==> src/rtl/pipe_ctrl_pkg.sv <==
// Shared opcode constants, bubble word and FSM state type for the pipeline control sequencer.
package pipe_ctrl_pkg;

  localparam logic [4:0] OP_HALT  = 5'b11100;
  localparam logic [4:0] OP_STORE = 5'b11110;
  localparam logic [4:0] OP_LOAD  = 5'b11111;

  // Branch and jump are identified by their 3-bit opcode prefix.
  localparam logic [2:0] OP_BRANCH_PFX = 3'b101;
  localparam logic [2:0] OP_JUMP_PFX   = 3'b110;

  localparam logic [15:0] NOP_WORD_DEF = 16'hE800;

  typedef enum logic [1:0] {
    RUN,
    DRAIN,
    HALTED
  } ctrl_state_e;

  function automatic logic is_ctrl_xfer(input logic [4:0] op);
    return (op[4:2] == OP_BRANCH_PFX) || (op[4:2] == OP_JUMP_PFX);
  endfunction

endpackage

==> src/rtl/pipe_hazard_det.sv <==
// Combinational hazard detection between decode (stage 1) and execute (stage 2):
// load-use dependency and control-transfer kill of the younger stage.
module pipe_hazard_det
  import pipe_ctrl_pkg::*;
(
  input  logic       s1_valid,
  input  logic [2:0] s1_rs,
  input  logic [2:0] s1_rt,
  input  logic       s2_valid,
  input  logic [4:0] s2_op,
  input  logic [2:0] s2_rd,
  output logic       load_use,
  output logic       branch_kill
);

  assign load_use = s2_valid && (s2_op == OP_LOAD) && s1_valid &&
                    ((s1_rs == s2_rd) || (s1_rt == s2_rd));

  assign branch_kill = s2_valid && is_ctrl_xfer(s2_op);

endmodule

==> src/rtl/pipe_ctrl_seq.sv <==
// Pipeline control sequencer: per-stage word/valid tracking, load-use bubbles, flush,
// halt drain FSM and ExtStall freeze. Define PIPE_CTRL_PERF_EN to add PerfCnt/PerfClr.
module pipe_ctrl_seq
  import pipe_ctrl_pkg::*;
#(
  parameter int            IW       = 16,
  parameter int            STAGES   = 5,
  parameter logic [IW-1:0] NOP_WORD = IW'(NOP_WORD_DEF),
  parameter int            RD_LSB   = 8,
  parameter int            RS_LSB   = 5,
  parameter int            RT_LSB   = 2
) (
  input  logic                 clk,
  input  logic                 rst,
  input  logic [IW-1:0]        InstrIn,
  input  logic                 InstrValid,
  input  logic                 ExtStall,
  input  logic                 Redirect,
  input  logic                 Resume,
  output logic [STAGES*IW-1:0] StageInstr,
  output logic [STAGES-1:0]    StageValid,
  output logic                 FetchStall,
  output logic                 Flush,
  output logic                 Halted,
  output logic                 Draining
`ifdef PIPE_CTRL_PERF_EN
  ,
  input  logic                 PerfClr,
  output logic [95:0]          PerfCnt
`endif
);

  localparam int CW = $clog2(STAGES);

  logic [IW-1:0]     stage_q [STAGES];
  logic [IW-1:0]     stage_d [STAGES];
  logic [STAGES-1:0] valid_q;
  logic [STAGES-1:0] valid_d;
  ctrl_state_e       state_q;
  ctrl_state_e       state_d;
  logic [CW-1:0]     cnt_q;
  logic [CW-1:0]     cnt_d;

  logic load_use;
  logic branch_kill;
  logic freeze;
  logic flush;
  logic lu_stall;
  logic s1_halt;

  pipe_hazard_det u_hazard (
    .s1_valid    (valid_q[0]),
    .s1_rs       (stage_q[0][RS_LSB +: 3]),
    .s1_rt       (stage_q[0][RT_LSB +: 3]),
    .s2_valid    (valid_q[1]),
    .s2_op       (stage_q[1][IW-1 -: 5]),
    .s2_rd       (stage_q[1][RD_LSB +: 3]),
    .load_use    (load_use),
    .branch_kill (branch_kill)
  );

  // HALTED freezes the stages like ExtStall does, so neither flush nor load-use may act then.
  assign freeze   = ExtStall || (state_q == HALTED);
  assign flush    = !freeze && (Redirect || branch_kill);
  assign lu_stall = !freeze && !flush && load_use;
  assign s1_halt  = valid_q[0] && (stage_q[0][IW-1 -: 5] == OP_HALT);

  always_ff @(posedge clk or negedge rst) begin
    if (!rst) begin
      for (int k = 0; k < STAGES; k++) stage_q[k] <= NOP_WORD;
      valid_q <= '0;
      state_q <= RUN;
      cnt_q   <= '0;
    end else begin
      for (int k = 0; k < STAGES; k++) stage_q[k] <= stage_d[k];
      valid_q <= valid_d;
      state_q <= state_d;
      cnt_q   <= cnt_d;
    end
  end

  always_comb begin
    for (int k = 0; k < STAGES; k++) stage_d[k] = stage_q[k];
    valid_d = valid_q;
    if (!freeze) begin
      for (int k = 2; k < STAGES; k++) begin
        stage_d[k] = stage_q[k-1];
        valid_d[k] = valid_q[k-1];
      end
      if (flush || lu_stall) begin
        stage_d[1] = NOP_WORD;
        valid_d[1] = 1'b0;
      end else begin
        stage_d[1] = stage_q[0];
        valid_d[1] = valid_q[0];
      end
      // A flushed fetch word is still captured but marked dead; a load-use holds stage 1.
      if (flush) begin
        stage_d[0] = InstrIn;
        valid_d[0] = 1'b0;
      end else if (!lu_stall) begin
        if (state_q == RUN) begin
          stage_d[0] = InstrIn;
          valid_d[0] = InstrValid;
        end else begin
          stage_d[0] = NOP_WORD;
          valid_d[0] = 1'b0;
        end
      end
    end
  end

  always_comb begin
    state_d = state_q;
    cnt_d   = cnt_q;
    if (!ExtStall) begin
      unique case (state_q)
        RUN: begin
          if (s1_halt && !flush && !lu_stall) begin
            state_d = DRAIN;
            cnt_d   = CW'(STAGES - 1);
          end
        end
        DRAIN: begin
          if (cnt_q <= CW'(1)) begin
            state_d = HALTED;
            cnt_d   = '0;
          end else begin
            cnt_d = cnt_q - CW'(1);
          end
        end
        HALTED: begin
          if (Resume) state_d = RUN;
        end
        default: state_d = RUN;
      endcase
    end
  end

  for (genvar g = 0; g < STAGES; g++) begin : g_flat
    assign StageInstr[g*IW +: IW] = stage_q[g];
  end

  assign StageValid = valid_q;
  assign FetchStall = ExtStall || (state_q != RUN) || lu_stall;
  assign Flush      = flush;
  assign Halted     = (state_q == HALTED);
  assign Draining   = (state_q == DRAIN);

`ifdef PIPE_CTRL_PERF_EN
  logic [31:0] perf_stall_q;
  logic [31:0] perf_flush_q;
  logic [31:0] perf_ext_q;

  // Event counters saturate at all-ones rather than wrapping.
  always_ff @(posedge clk or negedge rst) begin
    if (!rst) begin
      perf_stall_q <= '0;
      perf_flush_q <= '0;
      perf_ext_q   <= '0;
    end else if (PerfClr) begin
      perf_stall_q <= '0;
      perf_flush_q <= '0;
      perf_ext_q   <= '0;
    end else begin
      if (lu_stall && (perf_stall_q != '1)) perf_stall_q <= perf_stall_q + 32'd1;
      if (flush && (perf_flush_q != '1))    perf_flush_q <= perf_flush_q + 32'd1;
      if (ExtStall && (perf_ext_q != '1))   perf_ext_q   <= perf_ext_q + 32'd1;
    end
  end

  assign PerfCnt = {perf_ext_q, perf_flush_q, perf_stall_q};
`endif

endmodule

==> config.mk <==
export PLATFORM = sky130hd
export DESIGN_NAME = pipe_ctrl_seq
export DESIGN_NICKNAME = d
export VERILOG_FILES = /design/src/rtl/pipe_ctrl_pkg.sv /design/src/rtl/pipe_hazard_det.sv /design/src/rtl/pipe_ctrl_seq.sv
export SDC_FILE = /design/constraint.sdc
export NUM_CORES = 1
export LEC_CHECK = 0
export CAP_MARGIN = 10
export CORE_ASPECT_RATIO = 1.4
export CORE_UTILIZATION = 51
export CTS_CLUSTER_SIZE = 20
export DETAILED_ROUTE_END_ITERATION = 6
export GPL_ROUTABILITY_DRIVEN = 0
export PLACE_DENSITY = 0.95
export SLEW_MARGIN = 20
export SYNTH_ARGS = -nofsm -noshare
export SYNTH_HDL_FRONTEND = slang
export SYNTH_SLANG_ARGS = --single-unit
==> constraint.sdc <==
create_clock -name clk -period 3.6 [get_ports clk]
set_clock_uncertainty 0.15 [all_clocks]
set_input_delay 0.36 -clock clk [delete_from_list [all_inputs] [get_ports clk]]
set_output_delay 0.36 -clock clk [all_outputs]
set_load 0.01 [all_outputs]
-- Yosys cells after proc, flatten, opt, wreduce, memory -nomap -nowiden
Index checks and enable logic that the tools add are counted.
- bits of input ports: 22
- flip-flop bits (word level): 90
- reductions and logical operators: 26
- multiplexer cells: 15
- eq/ne operators: 12
- add/sub/neg operators: 1
- bitwise operators: 2
- magnitude comparators: 1
- operators by type and width (cell ; count):
    16-bit 2-to-1 mux ; 4
    5-bit equality test, second input constant ; 2
    1-bit logical AND ; 10
    1-bit logical OR ; 7
    3-bit equality test ; 2
    3-bit equality test, second input constant ; 2
    2-bit 2-to-1 mux ; 3
    3-bit 2-to-1 mux ; 2
    2-bit one-hot mux with 3 select lines ; 1
    3-bit one-hot mux with 2 select lines ; 1
    1-bit 2-to-1 mux ; 4
    2-bit by 1-bit inequality test with 1-bit output, second input constant ; 2
    2-bit inequality test, second input constant ; 2
    4-bit AND reduction ; 1
    2-bit nonzero test ; 2
    3-bit by 1-bit less-or-equal comparator with 1-bit output, second input constant ; 1
    1-bit zero test ; 3
    3-bit AND reduction ; 1
    3-bit by 1-bit subtractor with 3-bit output, second input constant ; 1
    2-bit by 1-bit equality test with 1-bit output, second input constant ; 1
    2-bit equality test, second input constant ; 1
    2-bit zero test ; 1
    1-bit inverter ; 2
    2-bit AND reduction ; 1

-- Longest topological paths before layout
Gate-level depths: netlist of run 1.
- depth after elaboration: 12
- mapped depth: 8
- mapped depth without buffers: 6

-- Modules after synthesis
Synthesis of run 1 repeated with hierarchy kept, for this count alone.
- cell total of the unflattened synthesis: 353
- area, all modules: 3636.0 µm²
- modules (own cells, without submodules) (module ; times used ; area each (µm²) ; cells each):
    pipe_ctrl_seq ; 1 ; 3534.6 ; 340
    pipe_hazard_det ; 1 ; 101.3 ; 13

-- Worst setup path before layout of run 1
Ideal clock, no wire load.
- path type: register to output
- from: register stage_q (netlist bit StageInstr[31])
- to: output port FetchStall
- data arrival time: 1632 ps
- cell stages (with the launch flop): 6
- setup slack: 1458 ps
- data required time: 3090 ps
- buffers on the path: 1
- cells stage by stage: dfstp_2 > and4_1 > nand4_1 > a211oi_2 > clkbuf_1 > nand2b_1
- longest elaborated chain between the ends: 9
- RTL lines (what ; line ; text):
    start: declaration ; pipe_ctrl_seq.sv:35 ; logic [IW-1:0] stage_q [STAGES];
    3-bit equality test ; pipe_ctrl_pkg.sv:21 ; return (op[4:2] == OP_BRANCH_PFX) || (op[4:2] == OP_JUMP_PFX);
    1-bit logical OR ; pipe_ctrl_pkg.sv:21 ;
    1-bit logical AND ; pipe_hazard_det.sv:19 ; assign branch_kill = s2_valid && is_ctrl_xfer(s2_op);
    1-bit logical OR ; pipe_ctrl_seq.sv:64 ; assign flush = !freeze && (Redirect || branch_kill);
    1-bit logical AND ; pipe_ctrl_seq.sv:64 ;
    1-bit zero test ; pipe_ctrl_seq.sv:65 ; assign lu_stall = !freeze && !flush && load_use;
    1-bit logical AND ; pipe_ctrl_seq.sv:65 ;
    1-bit logical AND * ; pipe_ctrl_seq.sv:65 ;
    1-bit logical OR * ; pipe_ctrl_seq.sv:145 ; assign FetchStall = ExtStall || (state_q != RUN) || lu_stall;
    end: declaration ; pipe_ctrl_seq.sv:22 ; output logic FetchStall,
Mark *: on every way between the ends. The rest lies on a longest branch, timed or not.

-- Worst setup path in the final report of run 1
Ends and elaborated chain as after synthesis.

==> flow_summary.toml, run 1 <==
[setup_path]
critical_path.reg2reg.startpoint = "state_q[0]$_DFFE_PN0P_"
path_max_fanout = 22
worst-path-buf-inv = 2
critical_path.startpoint = "StageInstr[31]$_DFFE_PN1P_"
critical_path_class = "reg -> out"
worst_setup_path_start_kind = "flop"
critical_path.endpoint_type = "output pin"
cp_slowest_cell = "sky130_fd_sc_hd__dfstp_2"
cp_data_arrival_time_ns = 2.49
req_time_crit_path_ns = 3.09
timing.critical_path.slowest_cell_delay_ns = 0.60
worstPathCellList = "and4_1 > nand4_1 > a211oi_2 > buf_4 > nand2b_1 > clkdlybuf4s50_1"
timing.critical_path.max_delay_family = "buffers and inverters"

[outcome]
status = "finished, final reports clean"

[cts]
tritoncts = "yes"
clk_pin_slew_ns = 0.08
cts_repair_resize_count = 0
cts_inserted_buffers = 9
clock_path_buffers = 2
clock-root-buffer = "sky130_fd_sc_hd__clkbuf_8"
ctsHtreeMaxLevel = 3
clkSinkCount = 90
clkLatencyLatePin_ns = 0.35

[flow_run]
number_of_max_capacitance_violations_reported = 0

[yosys]
synth.most_common_cell = "sky130_fd_sc_hd__nand2_1"
synth.cells.most_frequent = "157 x sky130_fd_sc_hd__nand2_1, 70 x sky130_fd_sc_hd__dfrtp_1, 20 x sky130_fd_sc_hd__dfstp_2"
netlist_area_um2 = 3797
synth_top_flop_cell = "sky130_fd_sc_hd__dfrtp_1"
yosys.area.top_type = "sky130_fd_sc_hd__dfrtp_1"
synthesized_nets = 407
synthesis.area_per_instance_um2 = 9.915
async_flop_share = 1.000
synth-edff-count = 0
postSynthRegisterBits = 90
synth.top_cells.by_area = "sky130_fd_sc_hd__dfrtp_1 46%, sky130_fd_sc_hd__nand2_1 16%, sky130_fd_sc_hd__dfstp_2 14%"
synthesis.yosys.warnings = 0
synth_top_area_share = 0.4613
yosysUniqueCellTypes = 42
syn-instance-count = 383
synth.yosys.seq_area_share = 0.5997

[placement]
dp.cells = 569
placement.setup.worst_slack_ns = 0.8042
io_buffer_count = 110
place_hpwl_um = 6196

[pwr]
vdd_drop_max_v = 0.0002666
power_per_cell_area_nw_per_um2 = 522.5
total_leakage_power_uw = 0.002381

[finish]
fin_nets = 510
layout.cells.non_filler = 586
final_util = 0.7309
area_growth_pct = 36.11
layout.filler_cells = 531
antenna-diode-count = 0
layout-drive-gt1-share = 0.09776

[global_routing]
antenna_found_initial = 0
number_of_global_route_vias_before_repair = 3067
grt.overflow.total = 0
wire_length_of_the_first_global_routing_pass_um = 14200
grt_start_max_net_pins = 91
grtUsageTotal = 0.2387

[timing]
fin_crit_period_ns = 3.002
fmax_mhz = 333.1
fin_setup_tns_ns = 0
grt_setup_unrepaired = "no"
postLayoutSetupSlackWorst_ns = 0.5981
slew_headroom = 0.4883
timing.final.crit_share = 0.8339
slew_viol_final = 0
worst_pin_slew_ns = 0.7675
hold_viol = 0
finalSetupViolCount = 0
hold_ws_ns = 0.3177

[die]
fp-row-count = 36
initial_utilization = 0.5370
dieHeight_um = 104.1
die_x_um = 74.93
boundaryPins = 111
fp.coreArea_um2 = 7072
design.die.area_um2 = 7800

[worst_hold_path]
hold_class = "reg -> reg"
hold_path.startpoint = "StageInstr[47]$_DFFE_PN1P_"

[drt]
route.antenna.remaining_nets = 0
via_count = 3117
drt_wl_total_um = 8722
post-route-drc-count = 0
number_of_drc_markers_in_iteration_0 = 169
routed_via_density = 5.319
drt-pass1-iter-count = 5
routed_wire_length_per_instance_um = 14.88
[final timing paths]
check	end	slack, ns	cells past startpoint
setup / recovery	FetchStall	0.60	6
min in group asynchronous	StageInstr[9]$_DFFE_PN0P_	0.47	2
hold reg to reg	StageInstr[63]$_DFFE_PN1P_	0.32	2
max in group asynchronous	StageInstr[32]$_DFFE_PN0P_	2.31	2
setup reg to reg	StageInstr[1]$_DFFE_PN0P_	0.94	6
hold / removal	StageInstr[63]$_DFFE_PN1P_	0.32	2
[metrics by stage]
step	total power [µW]	cell area (µm²)
finish	2701	5169
global route	2829	5169
CTS	2717	5155
detailed placement	1972	4936
global placement	1941	4936
floorplan	1582	3797
[worst reg2reg max path: cells and delay by family (launching register included)]
family | cells | cell delay (ns)
compound gates | 2 | 0.78
simple gates | 3 | 0.63
buf+inv | 1 | 0.41
flops | 1 | 0.58
[sequential cells by signal, summed over array words and instances, names as in the netlist]
name,flops
StageInstr,80
StageValid,5
cnt_q,3
state_q,2
[cell families (layout without fill, tap and decap cells)]
group,after synthesis,after routing,synth area share
XOR/XNOR,7,7,0.01615
AO/OA/AOI/OAI,53,53,0.1166
buffers and inverters,29,137,0.03657
flip-flops,90,90,0.5997
adder cells (fa/ha/maj),2,2,0.006589
AND/OR/NAND/NOR,202,202,0.2244
[area by class of cell]
cell class	instances	area [µm²]	share of cell area
clock buffer	12	145.1	0.02808
clock inverter	4	73.82	0.01428
inverter	6	22.52	0.004357
multi-input combinational	264	1389	0.2687
sequential	90	2277	0.4406
tap	95	118.9	0.02300
timing repair buffer	115	1142	0.2210
[metal layers]
| layer | vias up | wire (µm) | GRT usage | share of wire |
|---|---|---|---|---|
| li1 | 1472 | - | - | - |
| met1 | 1524 | 3501 | 0.2945 | 0.40 |
| met2 | 104 | 4539 | 0.3938 | 0.52 |
| met3 | 17 | 512 | 0.06298 | 0.059 |
| met4 | 0 | 168 | 0.08760 | 0.019 |
| met5 | - | 0 | 0 | 0 |
[power by group]
group	internal, µW	switching, µW
clock	412	337
combinational	358	288
sequential	1170	134
[cell usage in the layout, fill, tap and decap left out, types with 2 or more instances in the layout]
cell type	instances
sky130_fd_sc_hd__nand2_1	157
sky130_fd_sc_hd__clkdlybuf4s50_1	109
sky130_fd_sc_hd__dfrtp_1	70
sky130_fd_sc_hd__dfstp_2	20
sky130_fd_sc_hd__a22o_1	14
sky130_fd_sc_hd__and2_1	13
sky130_fd_sc_hd__nor2_1	12
sky130_fd_sc_hd__a221o_1	12
sky130_fd_sc_hd__a21oi_1	10
sky130_fd_sc_hd__clkbuf_8	10
sky130_fd_sc_hd__inv_1	6
sky130_fd_sc_hd__xnor2_1	6
sky130_fd_sc_hd__a2111oi_0	4
sky130_fd_sc_hd__buf_4	4
sky130_fd_sc_hd__nand3_1	3
sky130_fd_sc_hd__nor3_1	3
sky130_fd_sc_hd__or2_2	2
sky130_fd_sc_hd__nand2b_1	2
sky130_fd_sc_hd__a32o_1	2
sky130_fd_sc_hd__ha_1	2
sky130_fd_sc_hd__bufinv_16	2
sky130_fd_sc_hd__clkbuf_1	2
[repair_timing]
item / CTS / global route
hold buffers: 0 / 1
buffers inserted: 0 / 0
hold endpoints to repair: 0 / 70
Power figures use the tool's default switching activity.
==> run 2: changes to the inputs <==
Settings changed: CORE_UTILIZATION 51 to 43, PLACE_DENSITY 0.95 to 0.87.
Clock period 3.6 ns to 2.65 ns, I/O delays scaled along.
==> flow_summary.toml, run 2 (same netlist as run 1, synthesis figures left out) <==
[outcome]
status = "finished, final reports clean"

[drt]
routed_via_density = 5.174
drt-pass1-iter-count = 5
post-route-drc-count = 0
number_of_drc_markers_in_iteration_0 = 217
route.antenna.remaining_nets = 0
routed_wire_length_per_instance_um = 14.70
via_count = 3099
drt_wl_total_um = 8804

[timing]
worst_pin_slew_ns = 0.9043
grt_setup_unrepaired = "no"
slew_headroom = 0.3972
fmax_mhz = 389.4
fin_crit_period_ns = 2.568
finalSetupViolCount = 0
hold_viol = 0
slew_viol_final = 0
fin_setup_tns_ns = 0
timing.final.crit_share = 0.9690

[worst_hold_path]
hold_class = "reg -> reg"
worstHoldPathCells = 2
hold_path.startpoint = "StageInstr[78]$_DFFE_PN1P_"

[cts]
clkLatencyLatePin_ns = 0.33
clock-root-buffer = "sky130_fd_sc_hd__clkbuf_16"
clk_pin_slew_ns = 0.06
tritoncts = "yes"
clock_path_buffers = 2
ctsHtreeMaxLevel = 3
cts_inserted_buffers = 9
clkSinkCount = 90
post-cts-setup-buffer-count = 0

[global_routing]
wire_length_of_the_first_global_routing_pass_um = 14100
antenna_found_initial = 0
number_of_global_route_vias_before_repair = 2857
grt.overflow.total = 0
grtUsageTotal = 0.2012
grt_start_max_net_pins = 85

[setup_path]
req_time_crit_path_ns = 2.24
critical_path_class = "reg -> out"
ff2ff_setup_slack_ns = 0.25
worstPathCellList = "xor2_1 > a31oi_2 > nor2_1 > clkdlybuf4s50_1"
cp_slowest_cell = "sky130_fd_sc_hd__clkdlybuf4s50_1"
cp_data_arrival_time_ns = 2.15
critical_path.reg2reg.startpoint = "state_q[1]$_DFFE_PN0P_"
timing.critical_path.slowest_cell_delay_ns = 0.58
critical_path.endpoint_type = "output pin"
r2r_cells = 6
critical_path.startpoint = "StageInstr[30]$_DFFE_PN1P_"
path_max_fanout = 6
worst_setup_path_start_kind = "flop"

[die]
fp-row-count = 40
die_x_um = 81.42
initial_utilization = 0.4437
boundaryPins = 111
dieHeight_um = 113.2
design.die.area_um2 = 9216
fp.coreArea_um2 = 8558

[finish]
fin_nets = 513
largest_register_ffs = 80
final_util = 0.6177
area_growth_pct = 39.21
layout-drive-gt1-share = 0.1012
antenna-diode-count = 0
layout.cells.most_common = "sky130_fd_sc_hd__nand2_1"
post-route-cell-area_um2 = 5286
mostFrequentLayoutCells = "157 x sky130_fd_sc_hd__nand2_1, 108 x sky130_fd_sc_hd__clkdlybuf4s50_1, 70 x sky130_fd_sc_hd__dfrtp_1"
layout.cells.non_filler = 599

[placement]
place_hpwl_um = 6084
io_buffer_count = 110
dp.cells = 582
placed_area_um2 = 4984

[pwr]
vdd_drop_max_v = 0.0004214
power_per_cell_area_nw_per_um2 = 735.1
total_leakage_power_uw = 0.002441

[flow_run]
number_of_max_capacitance_violations_reported = 0
-- run 2: critical path: cells and delay by family (launching register included) --
| family | cells | cell delay (ns) |
|---|---|---|
| AOI/OAI and AO/OA | 1 | 0.20 |
| xor gates and xnor gates | 1 | 0.25 |
| buffers and inverters | 1 | 0.58 |
| DFF | 1 | 0.57 |
| and+or+nand+nor | 1 | 0.23 |
-- run 2: final cells by class --
| class | count | area (µm²) |
|---|---|---|
| flip-flops and latches | 90 | 2277 |
| inverters | 6 | 22.52 |
| multi-input cells | 264 | 1389 |
| well taps | 105 | 131.4 |
| fillers | 708 | 3272 |
| repair buffers | 118 | 1176 |
| clock inverters | 3 | 40.04 |
| clock buffers | 13 | 250.2 |
-- run 2: worst paths after layout --
check	end
max	Flush
min	StageInstr[78]$_DFFE_PN1P_
max reg2reg	StageInstr[1]$_DFFE_PN0P_
min reg2reg	StageInstr[78]$_DFFE_PN1P_
max in group asynchronous	StageInstr[71]$_DFFE_PN0P_
min in group asynchronous	StageInstr[6]$_DFFE_PN0P_
-- run 2: metal layers --
layer	up-vias	GRT usage	part of all wire	wire (µm)
met5	-	0	0	0
met3	15	0.03387	0.049	434
met4	0	0.08452	0.023	200
li1	1491	-	-	-
met2	115	0.3256	0.50	4425
met1	1478	0.2629	0.43	3743
-- run 2: power breakdown --
part | internal (µW) | total [µW] | switching, µW | leakage (µW)
logic | 491 | 883 | 393 | 0.00119
clock network | 754 | 1230 | 478 | 0.000144
registers | 1600 | 1770 | 175 | 0.00110
-- run 2: what timing repair did --
item / CTS / global route
pin swaps: 1 / 0
gates resized for setup: 0 / 1
hold buffers: 1 / 0
endpoints found under the hold margin: 52 / 0
setup endpoints to repair: 1 / 1
-- run 2: stage by stage --
stage          setup slack (ns)  power [µW]  hold slack (ns)
6_report                0.08225        3886           0.3055
5_1_grt                 0.02609        4071           0.3181
4_1_cts                0.003912        3932           0.3076
3_5_place_dp             0.2413        2682           0.2980
3_3_place_gp             0.3322        2650           0.2934
2_1_floorplan            0.6033        2150          -0.1806
